[src/rtl/chess_turn_controller.sv]
// Chess clock game sequencer: decides whose timer runs, hands the turn over on
// button presses, supports pause/resume and latches the winner on timer expiry.
module chess_turn_controller #(
  parameter int MOVE_W = 8,
  parameter bit INC_EN = 1'b1
) (
  input  logic              CLK,
  input  logic              CLR,
  input  logic              CE,
  input  logic              START,
  input  logic              PAUSE,
  input  logic              BTN1,
  input  logic              BTN2,
  input  logic              OVERFLOW1,
  input  logic              OVERFLOW2,
  output logic              EN1,
  output logic              EN2,
  output logic              LOAD,
  output logic              INC1,
  output logic              INC2,
  output logic              TURN,
  output logic              RUNNING,
  output logic              END,
  output logic [1:0]        WINNER,
  output logic [MOVE_W-1:0] MOVES
);

  typedef enum logic [2:0] {IDLE, RUN1, RUN2, PAUSED, DONE} state_t;

  state_t              state, next_state;
  logic                side, next_side;
  logic [1:0]          next_winner;
  logic [MOVE_W-1:0]   next_moves;
  logic                start_prev, pause_prev, btn1_prev, btn2_prev;
  logic                start_rise, pause_rise, btn1_rise, btn2_rise;
  logic                ovf;

  // Previous-value registers reset high so a level held through reset is not an edge
  always_ff @(posedge CLK or posedge CLR) begin
    if (CLR) begin
      start_prev <= 1'b1;
      pause_prev <= 1'b1;
      btn1_prev  <= 1'b1;
      btn2_prev  <= 1'b1;
    end else begin
      start_prev <= START;
      pause_prev <= PAUSE;
      btn1_prev  <= BTN1;
      btn2_prev  <= BTN2;
    end
  end

  assign start_rise = START & ~start_prev;
  assign pause_rise = PAUSE & ~pause_prev;
  assign btn1_rise  = BTN1  & ~btn1_prev;
  assign btn2_rise  = BTN2  & ~btn2_prev;
  assign ovf        = OVERFLOW1 | OVERFLOW2;

  always_ff @(posedge CLK or posedge CLR) begin
    if (CLR) begin
      state  <= IDLE;
      side   <= 1'b0;
      WINNER <= 2'b00;
      MOVES  <= '0;
    end else begin
      state  <= next_state;
      side   <= next_side;
      WINNER <= next_winner;
      MOVES  <= next_moves;
    end
  end

  // Overflow beats pause, pause beats a button press within the same cycle
  always_comb begin
    next_state  = state;
    next_side   = side;
    next_winner = WINNER;
    next_moves  = MOVES;
    EN1         = 1'b0;
    EN2         = 1'b0;
    INC1        = 1'b0;
    INC2        = 1'b0;
    LOAD        = 1'b0;
    END         = 1'b0;
    unique case (state)
      IDLE: begin
        LOAD = 1'b1;
        if (start_rise) begin
          next_state  = RUN1;
          next_moves  = '0;
          next_winner = 2'b00;
        end
      end
      RUN1: begin
        EN1 = CE & ~OVERFLOW1;
        if (ovf) begin
          next_state  = DONE;
          next_winner = {OVERFLOW1, OVERFLOW2};
        end else if (pause_rise) begin
          next_state = PAUSED;
          next_side  = 1'b0;
        end else if (btn1_rise) begin
          next_state = RUN2;
          INC1       = INC_EN;
        end
      end
      RUN2: begin
        EN2 = CE & ~OVERFLOW2;
        if (ovf) begin
          next_state  = DONE;
          next_winner = {OVERFLOW1, OVERFLOW2};
        end else if (pause_rise) begin
          next_state = PAUSED;
          next_side  = 1'b1;
        end else if (btn2_rise) begin
          next_state = RUN1;
          INC2       = INC_EN;
          if (MOVES != {MOVE_W{1'b1}})
            next_moves = MOVES + MOVE_W'(1);
        end
      end
      PAUSED: begin
        if (ovf) begin
          next_state  = DONE;
          next_winner = {OVERFLOW1, OVERFLOW2};
        end else if (pause_rise) begin
          next_state = side ? RUN2 : RUN1;
        end
      end
      DONE: begin
        END = 1'b1;
        if (start_rise)
          next_state = IDLE;
      end
      default: next_state = IDLE;
    endcase
  end

  assign TURN    = (state == RUN2) | ((state == PAUSED) & side);
  assign RUNNING = (state == RUN1) | (state == RUN2);

endmodule

[config.mk]
export PLATFORM = sky130hd
export DESIGN_NAME = chess_turn_controller
export DESIGN_NICKNAME = d
export VERILOG_FILES = /design/src/rtl/chess_turn_controller.sv
export SDC_FILE = /design/constraint.sdc
export NUM_CORES = 1
export LEC_CHECK = 0
export BUFFER_PORTS_ARGS = -buffer_cell sky130_fd_sc_hd__buf_2
export CAP_MARGIN = 15
export CORE_UTILIZATION = 55
export CTS_BUF_LIST = sky130_fd_sc_hd__clkbuf_4 sky130_fd_sc_hd__clkbuf_8 sky130_fd_sc_hd__clkbuf_16
export CTS_CLUSTER_SIZE = 30
export DETAILED_ROUTE_END_ITERATION = 6
export GPL_ROUTABILITY_DRIVEN = 1
export PLACE_DENSITY_LB_ADDON = 0.1
export REMOVE_ABC_BUFFERS = 1
export SKIP_CTS_REPAIR_TIMING = 1
export SYNTH_ARGS = -nofsm -noshare
export SYNTH_HDL_FRONTEND = slang
export SYNTH_SLANG_ARGS = --single-unit
[constraint.sdc]
create_clock -name CLK -period 3.83 [get_ports CLK]
set_clock_uncertainty 0.2 [all_clocks]
set_input_delay 0.766 -clock CLK [delete_from_list [all_inputs] [get_ports CLK]]
set_output_delay 0.766 -clock CLK [all_outputs]
set_load 0.005 [all_outputs]
==> metrics.md <==
| Metric | Value |
|---|---|
| Outcome | completed |
| Layout Cells excl Fill | 157 |
| Post-route ant nets | 0 |
| Logic gate share of total power | 0.314 |
| Dpl hpwl | 1.70 mm |
| Distinct cells, synth | 46 |
| Wire length per cell | 14.2 um |
| VDD IR-drop max | 321 uV |
| Total die area | 0.00211 sq mm |
| Starting Density | 0.603 |
| Crit path kind | flip-flop to output port |
| Mapped Area | 0.00106 sq mm |
| R2R setup slack | 1.57 ns |
| Vias in the first global route | 831 |
| Place WS | 1.07 ns |
| Crit end category | output port |
| Max Cap Violations | 0 |
| Die height | 46.0 um |
| Yosys warns | 0 |
| Final #Nets | 144 |
| FMAX | 353 MHz |
| Final worst setup slack | 0.998 ns |
| Async set or reset register ratio after synthesis | 1.00 |
| P_leak | 0.597 nW |
| Register area share after synthesis | 0.428 |
| Row cnt | 15 |
| Crit start category | flip-flop |
| Flops & latches, synth | 18 |
| CTS tree | done |
| Clk pwr share | 0.172 |
| PD cells | 418 mW/mm^2 |
| Req. time, crit path | 2.86 ns |
| Vias | 920 |
| Antenna violations before repair | 0 |
| Synth top area cells | dfrtp_1 (33%), dfstp_2 (9.9%), nand3_1 (3.8%), nor2b_1 (2.9%), o21ai_0 (2.8%) |
| Seq pwr share | 0.514 |
| Reg clk slew, reported paths | 0.09 ns |
| Final GP Congestion | 0.797 |
| Antenna diodes | 0 |
| Max Slew Vio Count | 0 |
| Crit share post-route | 0.739 |
| Mean Syn Cell Area | 10.0 sq um |
| Yosys top cell area share | 0.329 |
| Post-synth EDFFs | 0 |
| Total GRT Usage | 0.234 |
| Longest Clk Path Bufs | 2 |
| Skew-Pair Late Insertion Delay | 0.28 ns |
| Setup_tns | 0 ns |
| Placed cells | 154 |
| Endpoints failing setup | 0 |
| Worst slew margin | 0.554 |
| Commonest non-fill, non-tap cell in the layout | buf_2 |
| Area leader, netlist | dfrtp_1 |
| Finished Core Util | 0.695 |
| RSZ-0062 raised after global routing | no |
| Initial DRC count | 16 |
| Area Overhead vs Synth | 15.3% |
| Worst-Margin Slew | 0.668 ns |
| Prevailing post-synth register cell | dfrtp_1 |
| CORE AREA | 0.00176 sq mm |
| Port bufs | 26 |
| Fin. Hold Viols | 0 |
| I/O pin count | 27 |
| Die Width | 46.0 um |
| Routed WL | 2.22 mm |
| DRC Markers | 0 |
| Hold Crit Class | flip-flop to flip-flop |
| Num CTS Buffers | 3 |
| H-tree levels | 1 |
| Global-route wire length before repair | 3.55 mm |
| Commonest cells after routing, fill and taps aside | buf_2 (26), dfrtp_1 (14), nand3_1 (8) |
| Root Driver | clkbuf_4 |
| CP max FO | 12 |
| Worst EP arrival | 1.87 ns |
| Largest net degree at the start of global routing | 19 |
| Routed vias/inst | 5.86 |
| Layout cells sized above 1 | 0.348 |
| Psw | 0.180 mW |
| # clock sinks | 18 |
| Total gr overflow | 0 |
| Initial DRT Pass Iterations | 4 |
| P_int | 0.333 mW |
| Fin crit period | 2.83 ns |
| Switching Share | 0.351 |
| Mapped Cells | 106 |
-- routing by layer --
layer	global-route usage	share of wire	vias up
met5	0	0	-
met4	0.0941	0.0072	0
met3	0.0278	0.038	2
met2	0.423	0.51	27
met1	0.277	0.45	439
li1	-	-	452
-- flip-flops by register name, indices dropped and copies added (netlist names) --
register	flops
MOVES	8
WINNER	2
btn1_prev	1
btn2_prev	1
pause_prev	1
side	1
start_prev	1
state	3
-- layout make-up --
cell class                      instances  area (sq um)
Timing Repair Buffer                   26           130
Sequential cell                        18           455
Inverter                                5          18.8
Clock buffer                            3          22.5
Fill cell                             161           538
Tap cell                               25          31.3
Multi-Input combinational cell         80           568
-- synthesized netlist by cell type, types with 2 or more instances --
library cell and count:
dfrtp_1 14, nand3_1 8, nor2_1 7, o21ai_0 6, inv_1 5, nand2_1 5
nor2b_1 5, dfstp_2 4, a22o_1 3, and3_1 3, nor3_1 3, o31ai_1 3
a21o_2 2, a21oi_1 2, buf_2 2, nand2b_1 2, or2_2 2, or2b_1 2
-- kinds of logic after synthesis --
family,Yosys count,share of synthesized area
XOR/XNOR,1,0.00824
adder cells (fa/ha/maj),1,0.0118
flip-flops,18,0.428
AND/OR/NAND/NOR,50,0.306
AO/OA/AOI/OAI,26,0.188
multiplexers,2,0.0200
buffers and inverters,8,0.0376
-- worst max-delay path: stages, from the launching register on --
cell,delay (ns)
dfrtp_1,0.64
or4b_4,0.56
nor4b_1,0.24
buf_2,0.16
-- power groups by stage --
stage               clock (mW)  sequential [mW]  combinational [mW]
floorplan                    0            0.256               0.107
global placement             0            0.263               0.154
detailed placement           0            0.266               0.161
CTS                     0.0914            0.263               0.162
global route             0.100            0.269               0.178
finish                  0.0882            0.263               0.161
-- through the flow --
stage / cell area, sq um / power [mW] / hold WS, ns
after floorplan: 1040 / 0.363 / 0.289
after global placement: 1200 / 0.417 / 0.290
after detailed placement: 1200 / 0.427 / 0.283
after CTS: 1230 / 0.516 / 0.312
after global routing: 1230 / 0.547 / 0.341
final: 1230 / 0.512 / 0.313
-- worst paths after layout --
path	to	startpoint	cells after the start
min in group asynchronous	side	CLR	2
max	INC1	state[0]	3
max reg2reg	MOVES[7]	state[0]	4
min reg2reg	WINNER[1]	WINNER[1]	1
max in group asynchronous	MOVES[1]	CLR	2
min	WINNER[1]	WINNER[1]	1
No activity file was read; power rests on OpenSTA's default activity.
